===== config.mk =====
export PLATFORM = sky130hd
export DESIGN_NAME = write_share
export DESIGN_NICKNAME = d
export VERILOG_FILES = /design/src/rtl/write_share.sv
export SDC_FILE = /design/constraint.sdc
export NUM_CORES = 1
export LEC_CHECK = 0
export ABC_AREA = 1
export CAP_MARGIN = 20
export CELL_PAD_IN_SITES_DETAIL_PLACEMENT = 0
export CELL_PAD_IN_SITES_GLOBAL_PLACEMENT = 1
export CORE_ASPECT_RATIO = 0.5
export CORE_MARGIN = 3
export CORE_UTILIZATION = 28
export CTS_BUF_LIST = sky130_fd_sc_hd__clkbuf_16
export CTS_CLUSTER_SIZE = 30
export DETAILED_ROUTE_END_ITERATION = 8
export PLACE_DENSITY_LB_ADDON = 0.1
export SYNTH_ARGS = -nofsm -noshare
export SYNTH_HDL_FRONTEND = slang
export SYNTH_SLANG_ARGS = --single-unit
export TNS_END_PERCENT = 10

===== constraint.sdc =====
create_clock -name clk_i -period 1.3 [get_ports clk_i]
set_clock_uncertainty 0.15 [all_clocks]
set_input_delay 0.26 -clock clk_i [delete_from_list [all_inputs] [get_ports clk_i]]
set_output_delay 0.26 -clock clk_i [all_outputs]
set_load 0.02 [all_outputs]

===== src/rtl/write_share.sv =====
// write_share: captures a two-word share frame (zero, X, zero, Y) arriving on
// a serial share bus after a start strobe, then presents X and Y together
// with valid_o until the consumer acknowledges.
//
// Optional feature macro: WRITESHARE_GUARD_CHECK_EN
//   defined   -> nonzero share_i in either guard slot sets the sticky err_o
//   undefined -> err_o is tied to 0 and no guard comparator exists

module write_share #(
  parameter int unsigned buswidth = 32
) (
  input  logic                clk_i,
  input  logic                rst_i,
  input  logic                start_i,
  input  logic [buswidth-1:0] share_i,
  input  logic                ack_i,
  output logic [buswidth-1:0] X_o,
  output logic [buswidth-1:0] Y_o,
  output logic                valid_o,
  output logic                busy_o,
  output logic                err_o
);

  typedef enum logic [2:0] {
    S_IDLE   = 3'd0,
    S_GUARD1 = 3'd1,
    S_CAPX   = 3'd2,
    S_GUARD2 = 3'd3,
    S_CAPY   = 3'd4,
    S_HOLD   = 3'd5
  } state_e;

  state_e              state_q, state_d;
  logic [buswidth-1:0] x_q, x_d;
  logic [buswidth-1:0] y_q, y_d;
  logic                valid_q, valid_d;
  logic                busy_q, busy_d;

  // Next-state, share capture and registered status flags.
  always_comb begin
    // NOTE: every signal gets a default first so no path leaves it unassigned
    // and no latch is inferred.
    state_d = state_q;
    x_d     = x_q;
    y_d     = y_q;

    unique case (state_q)
      S_IDLE: begin
        // start_i is level-sampled only here, so a start held high across a
        // whole frame cannot re-trigger until the frame has been acknowledged.
        if (start_i) state_d = S_GUARD1;
      end
      S_GUARD1: state_d = S_CAPX;
      S_CAPX: begin
        x_d     = share_i;
        state_d = S_GUARD2;
      end
      S_GUARD2: state_d = S_CAPY;
      S_CAPY: begin
        y_d     = share_i;
        state_d = S_HOLD;
      end
      S_HOLD: begin
        // Acknowledge drops the shares at the same edge the frame ends, so no
        // stale data survives into the next frame.
        if (ack_i) begin
          x_d     = '0;
          y_d     = '0;
          state_d = S_IDLE;
        end
      end
      default: state_d = S_IDLE;
    endcase

    // Flags are computed from the next state so they are flops aligned with
    // the state they describe.
    valid_d = (state_d == S_HOLD);
    busy_d  = (state_d != S_IDLE);
  end

  // State, share and flag registers with synchronous reset.
  always_ff @(posedge clk_i) begin
    // NOTE: sequential state uses non-blocking assignments so every flop
    // samples pre-edge values regardless of statement order.
    if (rst_i) begin
      // NOTE: the share words are plain registers, not a memory, so they are
      // reset along with the control state to guarantee zero outputs.
      state_q <= S_IDLE;
      x_q     <= '0;
      y_q     <= '0;
      valid_q <= 1'b0;
      busy_q  <= 1'b0;
    end else begin
      state_q <= state_d;
      x_q     <= x_d;
      y_q     <= y_d;
      valid_q <= valid_d;
      busy_q  <= busy_d;
    end
  end

  // X is already loaded while Y is still pending, so the outputs are masked
  // until both shares are present.
  assign X_o     = valid_q ? x_q : '0;
  assign Y_o     = valid_q ? y_q : '0;
  assign valid_o = valid_q;
  assign busy_o  = busy_q;

`ifdef WRITESHARE_GUARD_CHECK_EN
  logic err_q, err_d;

  // Sticky guard-slot violation flag; cleared when a new frame is accepted.
  always_comb begin
    err_d = err_q;
    if (state_q == S_IDLE && start_i) begin
      err_d = 1'b0;
    end else if ((state_q == S_GUARD1 || state_q == S_GUARD2) &&
                 (share_i != '0)) begin
      err_d = 1'b1;
    end
  end

  // Error flag register with synchronous reset.
  always_ff @(posedge clk_i) begin
    if (rst_i) err_q <= 1'b0;
    else       err_q <= err_d;
  end

  assign err_o = err_q;
`else
  assign err_o = 1'b0;
`endif

endmodule


== Yosys cells after proc, flatten, opt, wreduce, memory -nomap -nowiden ==
Index checks and enable logic that the tools add are counted.

* Add/subtract/negate cells: 0
* Multipliers: 0
* Div/mod/pow operators: 0
* Order comparisons: 0
* Eq/ne operators: 7
* Shift operators: 0
* Muxes and demuxes: 8
* Bitwise operators: 0
* Reductions and logical operators: 6

{| class="wikitable"
|+ Operators with widths
! cell !! count
|-
| case mux 32 bit (2 select lines) || 2
|-
| 2-to-1 mux 32 bit || 3
|-
| case mux 3 bit (6 select lines) || 1
|-
| == test 3 bit (second input constant) || 3
|-
| == test 3 x 2 -> 1 bit (second input constant) || 2
|-
| 2-to-1 mux 3 bit || 2
|-
| AND reduction 2 bit || 2
|-
| nonzero test 2 bit || 2
|-
| == test 3 x 1 -> 1 bit (second input constant) || 1
|-
| zero test 3 bit || 1
|-
| nonzero test 3 bit || 1
|-
| != test 2 bit (second input constant) || 1
|}

* Bits in registers: 69
* Latch bits: 0
* Bits in writable memories: 0
* ROM bits: 0
* Input bits: 36
* Output and inout port bits: 67
* Memories kept: 0

== Logic depth before layout (Yosys ltp) ==
Gate-level depths: netlist (run 1).

* Depth in word-level cells: 3
* Depth in mapped cells: 6
* Gate-level depth less buffers: 6

== Worst setup path before layout (run 1) ==
Ideal clock, no wire load.

* Kind: register to output
* From: register valid_q, in the netlist valid_o
* To: output port X_o[10]
* Arrival: 1215 ps
* Required time: 890 ps
* Slack: -325 ps
* Stages on the path, launching flop included: 5
* Buffers on the path: 2
* Cell sequence: dfxtp_1 > clkbuf_1 > clkbuf_1 > nand2_1 > inv_1

* Longest elaborated chain between the ends: 1

{| class="wikitable"
|+ Ends and longest elaborated chain
! item !! RTL line !! RTL
|-
| from (decl) || 36 || <nowiki>logic valid_q, valid_d;</nowiki>
|-
| from (signal assigned) || 97 || <nowiki>valid_q <= valid_d;</nowiki>
|-
| 2-to-1 mux 32 bit || 104 || <nowiki>assign X_o = valid_q ? x_q : '0;</nowiki>
|-
| to (decl) || 17 || <nowiki>output logic [buswidth-1:0] X_o,</nowiki>
|}

No other way between the ends.

== Worst setup path in the final report (run 1) ==
* From: register valid_q, in the netlist valid_o
* To: output port Y_o[0]

* Longest elaborated chain between the ends: 1

{| class="wikitable"
|+ Ends and longest elaborated chain
! item !! RTL line !! RTL
|-
| 2-to-1 mux 32 bit || 105 || <nowiki>assign Y_o = valid_q ? y_q : '0;</nowiki>
|-
| to (decl) || 18 || <nowiki>output logic [buswidth-1:0] Y_o,</nowiki>
|}

No other way between the ends.

==> results of run 1 <==
[worst paths after layout]
| kind | slack (ps) | end | cells past startpoint |
|---|---|---|---|
| setup / recovery | -290 | Y_o[0] | 4 |
| hold / removal | 170 | state_q[0] | 4 |
| setup reg to reg | 0 | x_q[12] | 6 |
| hold reg to reg | 310 | y_q[17] | 2 |
[tightest hold or removal path, stage by stage]
cell and delay, ps:
buf_2 140, inv_1 90, nand2_1 70, inv_1 50
[layout make-up]
cell class | instances | area share, %
clock buffer | 9 | 4.65
clock inverter | 7 | 1.68
timing repair buffer | 135 | 29.6
multi-input combinational | 276 | 26.1
sequential | 69 | 28.7
tap | 140 | 3.62
inverter | 73 | 5.66
[cells in the final DEF, fill, tap and decap left out]
cell and instances:
nand2_1 121, nand3_1 79, dfxtp_1 65, a21oi_1 63, buf_6 63, inv_1 43
clkdlybuf4s50_1 34, inv_2 31, buf_4 24, clkbuf_16 9, buf_12 9, buf_2 5
nand2_2 3, dfxtp_2 3, nand2_4 2, nor2_4 2, clkinv_2 2, bufinv_16 2
clkinv_1 2, nor2_2 1, o21ai_0 1, o21ai_2 1, nor2_1 1, a21oi_2 1
conb_1 1, dfxtp_4 1
[metrics by stage]
step / hold slack [ps] / worst slack (ps) / util (%) / instances
2_1_floorplan: 257 / -28.4 / - / 451
3_3_place_gp: 300 / -437 / 42.6 / 693
3_5_place_dp: 303 / -444 / 42.6 / 693
4_1_cts: 161 / -366 / 46.1 / 709
5_1_grt: 193 / -356 / 46.5 / 709
6_report: 174 / -293 / 46.5 / 709
[flip-flops by register name (all words and copies together), names as in the netlist]
signal	cells
state_q	3
x_q	32
valid_o	1
busy_o	1
y_q	32
[repair_timing]
item	4_1_cts	5_1_grt
resized for setup	385	38
pin swaps	0	3
gates cloned	0	0
buffers inserted	0	0
hold buffers	0	0
endpoints found under the setup margin	109	130
[per-layer routing]
metal  up-vias  wire, um  global-route usage (%)  share of wire (%)
li1       1637         -                       -                  -
met1      1386      4790                    22.0                 52
met2        74      3930                    22.6                 42
met3         2       528                    5.25                5.7
met4         0        23                    2.64               0.25
met5         -         0                       0                  0
[cells by family (layout without fill, tap and decap cells)]
logic type             count (synthesis)  after routing
and+or+nand+nor                      209            209
DFF                                   69             69
buffers and inverters                106            224
other                                  1              1
AOI/OAI and AO/OA                     66             66
[power by group through the flow]
stage | combinational [uW] | sequential [uW] | clock, uW
CTS | 592 | 2250 | 2600
global route | 652 | 2270 | 2720
floorplan | 281 | 2300 | 0
detailed placement | 591 | 2300 | 0
finish | 592 | 2260 | 2530
global placement | 592 | 2300 | 0
==> flow_metrics.env, run 1 <==
export IMPL_clk_latency_ps=320
export IMPL_n_fill_cell=1086
export IMPL_switchingPower_uw=1260
export IMPL_die_h_um=79.7
export IMPL_synth_top_cell_area_share_pct=45.4
export IMPL_synth_mux_area_share_pct=0
export IMPL_avgSynthCellArea_sq_um=6.75
export IMPL_hold_viol_final=0
export IMPL_setup_viol=65
export IMPL_fin_ws_ps=-293
export IMPL_nets=600
export IMPL_synth_warning_count=0
export IMPL_stdcell_area_sq_mm=0.00484
export IMPL_placed_area_sq_mm=0.00444
export IMPL_netlist_area_sq_mm=0.00304
export IMPL_final_antenna_net_count=0
export IMPL_slew_violations=0
export IMPL_synth_seq_cells=69
export IMPL_min_period_ps=1590
export IMPL_ys_types=17
export IMPL_p_leak_uw=0.00235
export IMPL_multi_input_area_sq_mm=0.00126
export IMPL_grt_pass1_vias=3008
export IMPL_synth_compound_area_share_pct=11.0
export IMPL_wire_per_inst_um=13.1
export IMPL_path_delay_family="flip-flops"
export IMPL_yosysTopAreaCell="dfxtp_1"
export IMPL_fp_dieW_um=153
export IMPL_synth_top_flop_cell="dfxtp_1"
export IMPL_synth_xor_area_share_pct=0
export IMPL_grt_max_degree=39
export IMPL_gr_total_overflow=0
export IMPL_synthAdderAreaFrac_pct=0
export IMPL_clk_pin_slew_ps=50
export IMPL_dieArea_sq_mm=0.0122
export IMPL_switching_share_pct=23.4
export IMPL_crit_fanout=19
export IMPL_antenna_found_initial=0
export IMPL_start_util_pct=29.2
export IMPL_ir_drop_uv=678
export IMPL_drt_total_wl_um=9270
export IMPL_fmax_mhz=628
export IMPL_crit_path_max_incr_delay_ps=400
export IMPL_hold_path_class="in2reg"
export IMPL_timing_rr_start="state_q[2]"
export IMPL_synth_common_cells="nand2_1 (125), nand3_1 (79), dfxtp_1 (69), inv_1 (69), a21oi_1 (64)"
export IMPL_path_class="reg2out"
export IMPL_dp_hpwl_um=6400
export IMPL_combPwrFrac_pct=11.0
export IMPL_drive_gt1_share_pct=27.9
export IMPL_vias=3099
export IMPL_place_gp_congestion=0.761
export IMPL_fp_row_count=26
export IMPL_totalPowerFinal_uw=5380
export IMPL_setup_tns_final_ps=-15330
export IMPL_crit_path_top_delay_cell="dfxtp_4"
export IMPL_cts_buffer_depth=2
export IMPL_root_buffer="clkbuf_16"
export IMPL_synth_edf_count=0
export IMPL_diodes=0
export IMPL_path_buf_inv=3
export IMPL_drc=0
export IMPL_synth_nets=487
export IMPL_numCtsBuffers=9
export IMPL_startpoint_type="flip-flop"
export IMPL_grtUsageTotal_pct=15.4
export IMPL_ios=103
export IMPL_power_density_mw_per_mm2=1110
export IMPL_min_from="rst_i"
export IMPL_crit_chain="buf_12 > nand2_1 > inv_1 > buf_4"
export IMPL_cp_startpoint="valid_o"
export IMPL_cts_tree="yes"
export IMPL_grt_pass1_wl_um=15100
export IMPL_synthSimpleGateAreaFrac_pct=29.4
export IMPL_clockPowerShare_pct=47.1
export IMPL_synth_top_family_by_area="simple AND/OR/NAND/NOR gates"
export IMPL_coreArea_sq_mm=0.0104
export IMPL_sequentialPowerShare_pct=42.0
export IMPL_ys_top_cells_by_area="dfxtp_1 (45%), nand2_1 (15%), nand3_1 (13%)"
export IMPL_period_share_pct=123
export IMPL_internal_power_uw=4130
export IMPL_arrival_ps=1180
export IMPL_routed_via_density=4.37
export IMPL_io_buffers=101
export IMPL_cts_sinks=69
export IMPL_syn2layout_area_growth_pct=59.1
export IMPL_cp_end_kind="output port"
export IMPL_crit_required_ps=890
export IMPL_seqCellArea_sq_mm=0.00139
export IMPL_rsz0062_at_grt="true"
export IMPL_post_synth_top_count_cell="nand2_1"
export IMPL_status="finished with violations"
export IMPL_drt_iter0_markers=172
export IMPL_failed_checks="negative setup slack"
export IMPL_synth_seq_area_share_pct=45.4
export IMPL_netlist_instances=451
export IMPL_async_flop_share_pct=0
export IMPL_drt_pass1_iterations=4
export IMPL_h_tree_depth=3
export IMPL_drv_cap=0
Note: power is estimated with default switching activity, not from simulation.
==> run 2, diff against run 1 <==
- GPL_ROUTABILITY_DRIVEN: not set -> 0
==> results of run 2 <==
Same layout as run 1: the final DEF is identical, and so are final timing and power.
